$ cat config.mk
export PLATFORM = sky130hd
export DESIGN_NAME = ctl_master
export DESIGN_NICKNAME = d
export VERILOG_FILES = /design/src/rtl/ctl_master.sv
export SDC_FILE = /design/constraint.sdc
export NUM_CORES = 1
export LEC_CHECK = 0
export CORE_UTILIZATION = 45
export DETAILED_ROUTE_END_ITERATION = 12
export PLACE_DENSITY = 0.7
export SYNTH_ARGS = -nofsm -noshare
export SYNTH_HDL_FRONTEND = slang
export SYNTH_SLANG_ARGS = --single-unit
$ cat constraint.sdc
create_clock -name clk -period 4.52 [get_ports clk]
set_input_delay 0.452 -clock clk [delete_from_list [all_inputs] [get_ports clk]]
set_output_delay 0.452 -clock clk [all_outputs]
set_load 0.03 [all_outputs]
$ cat src/rtl/ctl_master.sv
// ctl_master: initiator for the semaphore control bus.
//
// Commands (write or read) are queued in a DEPTH-entry FIFO through a
// valid/ready port and replayed one at a time on the ctl_* bus. Each command
// occupies one ISSUE cycle, where the strobe is high, followed by one GAP
// cycle, where the bus is idle. For a read, ctl_rddata is captured at the end
// of the GAP cycle and returned through a one-cycle rsp_valid pulse.
//
// Optional feature: define CTL_MASTER_AUTOBOOT_EN to replay a fixed
// six-write boot sequence after every reset, before any host command is
// accepted. The order is addr 4..7 <= BOOT_RAM0..3, addr 1 <= BOOT_DIV,
// addr 0 <= 1. When the macro is undefined, boot_done is tied high.
//
// Ports:
//   clk, clrn     clock (rising edge); asynchronous active-low reset
//   cmd_valid/cmd_ready/cmd_wr/cmd_addr/cmd_data   command input port
//   rsp_valid, rsp_data    read response (one-cycle pulse; data held)
//   busy                   FSM active or commands still queued
//   boot_done              boot sequence complete
//   ctl_wr, ctl_rd, ctl_addr, ctl_wrdata, ctl_rddata   control bus
//   fsm_state              current FSM state (debug)
//
// Handshake: a command transfers at a rising edge where cmd_valid and
// cmd_ready are both high. cmd_ready depends only on registered state and
// never on cmd_valid. rsp_valid has no backpressure.
module ctl_master #(
  parameter int          DEPTH     = 4,
  parameter int          ADDR_W    = 3,
  parameter int          DATA_W    = 32,
  parameter logic [31:0] BOOT_RAM0 = 32'h0A463214,
  parameter logic [31:0] BOOT_RAM1 = 32'h0A1E281E,
  parameter logic [31:0] BOOT_RAM2 = 32'h0A1E0A64,
  parameter logic [31:0] BOOT_RAM3 = 32'h0A3C5032,
  parameter logic [31:0] BOOT_DIV  = 32'h00000000
) (
  input  logic              clk,
  input  logic              clrn,
  input  logic              cmd_valid,
  output logic              cmd_ready,
  input  logic              cmd_wr,
  input  logic [ADDR_W-1:0] cmd_addr,
  input  logic [DATA_W-1:0] cmd_data,
  output logic              rsp_valid,
  output logic [DATA_W-1:0] rsp_data,
  output logic              busy,
  output logic              boot_done,
  output logic              ctl_wr,
  output logic              ctl_rd,
  output logic [ADDR_W-1:0] ctl_addr,
  output logic [DATA_W-1:0] ctl_wrdata,
  input  logic [DATA_W-1:0] ctl_rddata,
  output logic [1:0]        fsm_state
);

  localparam int AW    = (DEPTH > 1) ? $clog2(DEPTH) : 1;
  localparam int CMD_W = 1 + ADDR_W + DATA_W;
  localparam logic [AW:0] FULL_CNT = (AW+1)'(DEPTH);

  typedef enum logic [1:0] {
    S_IDLE  = 2'd0,
    S_ISSUE = 2'd1,
    S_GAP   = 2'd2,
    S_BOOT  = 2'd3
  } state_t;

  state_t state, state_next;

  // ---------------------------------------------------------------- FIFO
  logic [CMD_W-1:0] mem [DEPTH];
  logic [AW-1:0]    wr_ptr, rd_ptr;
  logic [AW:0]      count;
  logic             push, pop;
  logic             fifo_empty;

  assign fifo_empty = (count == '0);
  assign push       = cmd_valid && cmd_ready;

  always_ff @(posedge clk) begin
    if (push) mem[wr_ptr] <= {cmd_wr, cmd_addr, cmd_data};
  end

  // DEPTH is a power of two, so the pointers wrap naturally.
  always_ff @(posedge clk or negedge clrn) begin
    if (!clrn) begin
      wr_ptr <= '0;
      rd_ptr <= '0;
      count  <= '0;
    end else begin
      if (push) wr_ptr <= wr_ptr + AW'(1);
      if (pop)  rd_ptr <= rd_ptr + AW'(1);
      case ({push, pop})
        2'b10:   count <= count + (AW+1)'(1);
        2'b01:   count <= count - (AW+1)'(1);
        default: count <= count;
      endcase
    end
  end

  // ---------------------------------------------------------------- boot
  function automatic logic [CMD_W-1:0] boot_entry(input logic [2:0] idx);
    logic [ADDR_W-1:0] a;
    logic [DATA_W-1:0] d;
    case (idx)
      3'd0:    begin a = ADDR_W'(4); d = DATA_W'(BOOT_RAM0); end
      3'd1:    begin a = ADDR_W'(5); d = DATA_W'(BOOT_RAM1); end
      3'd2:    begin a = ADDR_W'(6); d = DATA_W'(BOOT_RAM2); end
      3'd3:    begin a = ADDR_W'(7); d = DATA_W'(BOOT_RAM3); end
      3'd4:    begin a = ADDR_W'(1); d = DATA_W'(BOOT_DIV);  end
      default: begin a = ADDR_W'(0); d = DATA_W'(1);         end
    endcase
    return {1'b1, a, d};
  endfunction

  logic             booting;    // boot writes still outstanding
  logic             boot_last;  // all six boot writes have been loaded
  logic             load_boot;  // load the next boot write into the command register
  logic [CMD_W-1:0] boot_cmd;

`ifdef CTL_MASTER_AUTOBOOT_EN
  localparam state_t RESET_STATE = S_BOOT;

  logic [2:0] boot_idx;
  logic       boot_done_q;

  always_ff @(posedge clk or negedge clrn) begin
    if (!clrn) begin
      boot_idx    <= '0;
      boot_done_q <= 1'b0;
    end else begin
      if (load_boot) boot_idx <= boot_idx + 3'd1;
      if (state == S_GAP && booting && boot_last) boot_done_q <= 1'b1;
    end
  end

  assign booting   = !boot_done_q;
  assign boot_last = (boot_idx == 3'd6);
  assign boot_cmd  = boot_entry(boot_idx);
  assign boot_done = boot_done_q;
`else
  localparam state_t RESET_STATE = S_IDLE;

  assign booting   = 1'b0;
  assign boot_last = 1'b1;
  assign boot_cmd  = '0;
  assign boot_done = 1'b1;
`endif

  // Host commands are held off until the boot sequence has finished.
  assign cmd_ready = (count != FULL_CNT) && boot_done;

  // ---------------------------------------------------------------- FSM
  always_ff @(posedge clk or negedge clrn) begin
    if (!clrn) state <= RESET_STATE;
    else       state <= state_next;
  end

  always_comb begin
    state_next = state;
    pop        = 1'b0;
    load_boot  = 1'b0;
    case (state)
      S_IDLE: begin
        if (!fifo_empty) begin
          state_next = S_ISSUE;
          pop        = 1'b1;
        end
      end
      S_ISSUE: state_next = S_GAP;
      S_GAP: begin
        if (booting) begin
          if (boot_last) begin
            state_next = S_IDLE;
          end else begin
            state_next = S_ISSUE;
            load_boot  = 1'b1;
          end
        end else if (!fifo_empty) begin
          state_next = S_ISSUE;
          pop        = 1'b1;
        end else begin
          state_next = S_IDLE;
        end
      end
      S_BOOT: begin
        state_next = S_ISSUE;
        load_boot  = 1'b1;
      end
      default: state_next = S_IDLE;
    endcase
  end

  // The command register holds the transaction being replayed.
  logic              cur_wr;
  logic [ADDR_W-1:0] cur_addr;
  logic [DATA_W-1:0] cur_data;

  always_ff @(posedge clk or negedge clrn) begin
    if (!clrn) begin
      cur_wr   <= 1'b0;
      cur_addr <= '0;
      cur_data <= '0;
    end else if (load_boot) begin
      {cur_wr, cur_addr, cur_data} <= boot_cmd;
    end else if (pop) begin
      {cur_wr, cur_addr, cur_data} <= mem[rd_ptr];
    end
  end

  // The slave presents read data during GAP; sample it at the end of GAP.
  always_ff @(posedge clk or negedge clrn) begin
    if (!clrn) begin
      rsp_valid <= 1'b0;
      rsp_data  <= '0;
    end else begin
      rsp_valid <= 1'b0;
      if (state == S_GAP && !cur_wr) begin
        rsp_valid <= 1'b1;
        rsp_data  <= ctl_rddata;
      end
    end
  end

  // Outputs: the bus is driven only during ISSUE and held at zero otherwise.
  always_comb begin
    ctl_wr     = 1'b0;
    ctl_rd     = 1'b0;
    ctl_addr   = '0;
    ctl_wrdata = '0;
    if (state == S_ISSUE) begin
      ctl_wr   = cur_wr;
      ctl_rd   = !cur_wr;
      ctl_addr = cur_addr;
      if (cur_wr) ctl_wrdata = cur_data;
    end
  end

  assign busy      = (state == S_ISSUE) || (state == S_GAP) || !fifo_empty;
  assign fsm_state = state;

endmodule

==> impl_results.md <==
* Final GP Congestion at roughly 0.75
* Overall Global Routing Usage at between 15 and 20%
* Worst Tran Pin Value at between 1 and 1.5 ns
* Final hold vios at 0
* Max Fclk at 275 MHz
* CTS tree: yes
* Clk sinks at between 200 and 250
* CP Buf/Inv Count at 3
* Setup TNS at 0 ns
* Pins Over Slew Limit at 0
* Die width at 140 microns
* Yosys warns at 0
* Syn-to-layout area delta at 28.5%
* CTS Hold Buffers Added at 0
* Netlist cell types at 32
* Top FF cell, synth: edfxtp_1
* Worst Setup Start Kind: register
* Filler cell count at around 1400
* Sequential area share after synthesis at about 74%
* R2R Path Start: fsm_state[0]$_DFFE_PN0P_
* Clk_lat worst skew at between 0.5 and 0.6 ns
* Post-synth EDFFs at approximately 140
* Die Y at ~140 microns
* DP HPWL at ~10 mm
* Initial Util at 45.8%
* Seq pwr share at 42.9%
* DRC violations left at 0
* Num CTS Buffers at 23
* Register bit count reported by yosys at roughly 220
* Switch Pwr at 2.38 mW
* Reg clk slew, reported paths at around 0.06 ns
* DRT iter0 DRCs at 170
* Core box area at between 15000 and 20000 sq um
* Crit path max-delay family: buffers and inverters
* First-pass GRT wire length at between 20 and 30 mm
* Post-route cell area at about 11000 sq um
* IO Port Bufs at about 140
* CP required at 4.07 ns
* Synthesized Nets at 517
* Comb power frac at between 30% and 40%
* ANT cells at 0
* Layout Utilization at 58.8%
* Vias in the first global route at roughly 4800
* Post-CTS Resized at 0
* Internal power at 5.30 mW
* Largest net degree at the start of global routing at just under 80
* First drt pass iteration count at 5
* Cell taking the most area after synthesis: edfxtp_1
* Critical Path Max Stage Delay at 0.97 ns
* Switching share of power at a little under a third
* Pwr Density at roughly 700 nW/um^2
* WS Path Type: register to output pin
* Setup bufs post-CTS at 0
* Count leader, synth: edfxtp_1
* Vias at 4537
* RSZ-0062 raised after global routing: false
* Root Buffer: clkbuf_16
* Async SR Flop Fraction at 35.1%
* Synth Instances at 436
* Critical path launch point: fsm_state[1]$_DFFE_PN0P_
* Via/cell ratio at 5.44
* Dpl cell area at approximately 10000 sq um
* Tmin final at approximately 3.6 ns
* Endpoint type of the worst setup path: output pin
* Hold crit path type: input port to asynchronous set/reset pin
* Fin crit share at about four fifths
* Max clock buf depth at 3
* WHS at ~0.12 ns
* Leading post-synthesis cells by cell area: edfxtp_1, dfrtp_1, mux4_2, mux2_2, a22o_1
* Avg WL per Cell at around 20 microns
* Worst path slowest cell: ha_1
* Reg2reg setup slack at 2.27 ns
* GRT overflow at 0
* Initial antenna violation count at 0
* Floorplan die area at slightly below 20000 sq um
* Syn avg cell area at 19.6 sq um
* H-Tree Depth at 1
* Boundary Pins at approximately 150
* Max-cap violations at 0
* Total Wirelength at ~17 mm
* Synth Cell Area at approximately 8500 sq um
* Final Setup Violations at 0
* CP cell instances: inv_1 -> ha_1 -> buf_4 -> and3_1 -> clkdlybuf4s50_1
* CP Data Arrival Time at approximately 3.2 ns
* Clk pwr share at about a quarter
* Synth top cells by count: edfxtp_1, dfrtp_1, a22o_1, mux4_2, mux2_2
* Layout cell share with drive strength beyond 1 at about a fifth
* Crit Path Max Fanout at 33
* Rel. slew slack at 19.4%
* Num rows at 50
* Final nets at 664
* Leakage at 4.17 nW
* IR drop worst, VDD at between 300 and 400 uV
* Yosys top cell area share at about half
* Setup Skew at 0.0127 ns
* Status: completed
* Remaining antenna violation count at 0
## registers in the layout, indices dropped and copies added, names as in the netlist
signal	count
count	3
cur_addr	3
cur_data	32
cur_wr	1
fsm_state	2
mem	144
rd_ptr	2
rsp_data	32
rsp_valid	1
wr_ptr	2
## cell usage in the layout (no fill, tap or decap), types with 5 or more instances in the layout
master,count
edfxtp_1,144
clkdlybuf4s50_1,143
dfrtp_1,76
mux4_2,36
a22o_1,36
mux2_2,34
and3_1,32
clkbuf_16,23
ha_1,9
clkbuf_1,7
buf_4,6
inv_1,5
clkbuf_8,5
## per-layer routing
layer  vias to the layer above  global-route usage (%)  wire length [microns]
met5                         -                       0                      0
met4                         0                    4.16                    349
met3                        33                    4.51                   1280
met2                       184                    30.0                   8090
met1                      2291                    23.3                   7140
li1                       2029                       -                      -
## path summary, 6_finish.rpt
path | end | cells after the start
max | ctl_wrdata[26] | 5
min | rsp_data[4]$_DFFE_PN0P_ | 1
max reg2reg | count[2]$_DFFE_PN0P_ | 8
min reg2reg | cur_data[29]$_DFFE_PN0P_ | 1
max in group asynchronous | rd_ptr[0]$_DFFE_PN0P_ | 1
min in group clk | cur_data[29]$_DFFE_PN0P_ | 1
## through the flow
stage | worst slack, ns | cells | total power, mW
finish | 0.885 | 834 | 7.68
global route | 0.643 | 834 | 8.08
CTS | 0.797 | 834 | 7.78
detailed placement | 1.35 | 792 | 5.82
global placement | 1.48 | 792 | 5.73
floorplan | 2.27 | 436 | 4.97
## power groups by stage
stage               logic (mW)  registers, mW  clock network (mW)
floorplan                 1.59           3.38                   0
global placement          2.41           3.32                   0
detailed placement        2.47           3.35                   0
CTS                       2.48           3.32                1.99
global route              2.62           3.39                2.07
finish                    2.43           3.30                1.95
## layout make-up
| class | instances | area (sq um) | area share (%) |
|---|---|---|---|
| clock buffer | 35 | 671 | 6.12 |
| clock inverter | 7 | 125 | 1.14 |
| inverter | 5 | 18.8 | 0.171 |
| multi-input combinational | 182 | 2100 | 19.2 |
| sequential | 222 | 6280 | 57.3 |
| tap | 234 | 293 | 2.67 |
| timing repair buffer | 149 | 1480 | 13.5 |
## worst register-to-register path: cells and delay by family, from the launching register on
family | cells | cell delay, ns
XOR/XNOR | 2 | 0.30
AO/OA/AOI/OAI | 1 | 0.24
adder cells (fa/ha/maj) | 3 | 0.87
flip-flops | 1 | 0.53
buffers and inverters | 1 | 0.14
AND/OR/NAND/NOR | 1 | 0.06
## cells by family after synthesis
| logic type | synth area share [%] |
|---|---|
| AO/OA/AOI/OAI | 4.16 |
| XOR/XNOR | 0.616 |
| multiplexers | 14.2 |
| other | 0.0439 |
| flip-flops | 73.5 |
| buffers and inverters | 1.95 |
| adder cells (fa/ha/maj) | 1.55 |
| AND/OR/NAND/NOR | 4.00 |
Power figures use the tool's default switching activity.
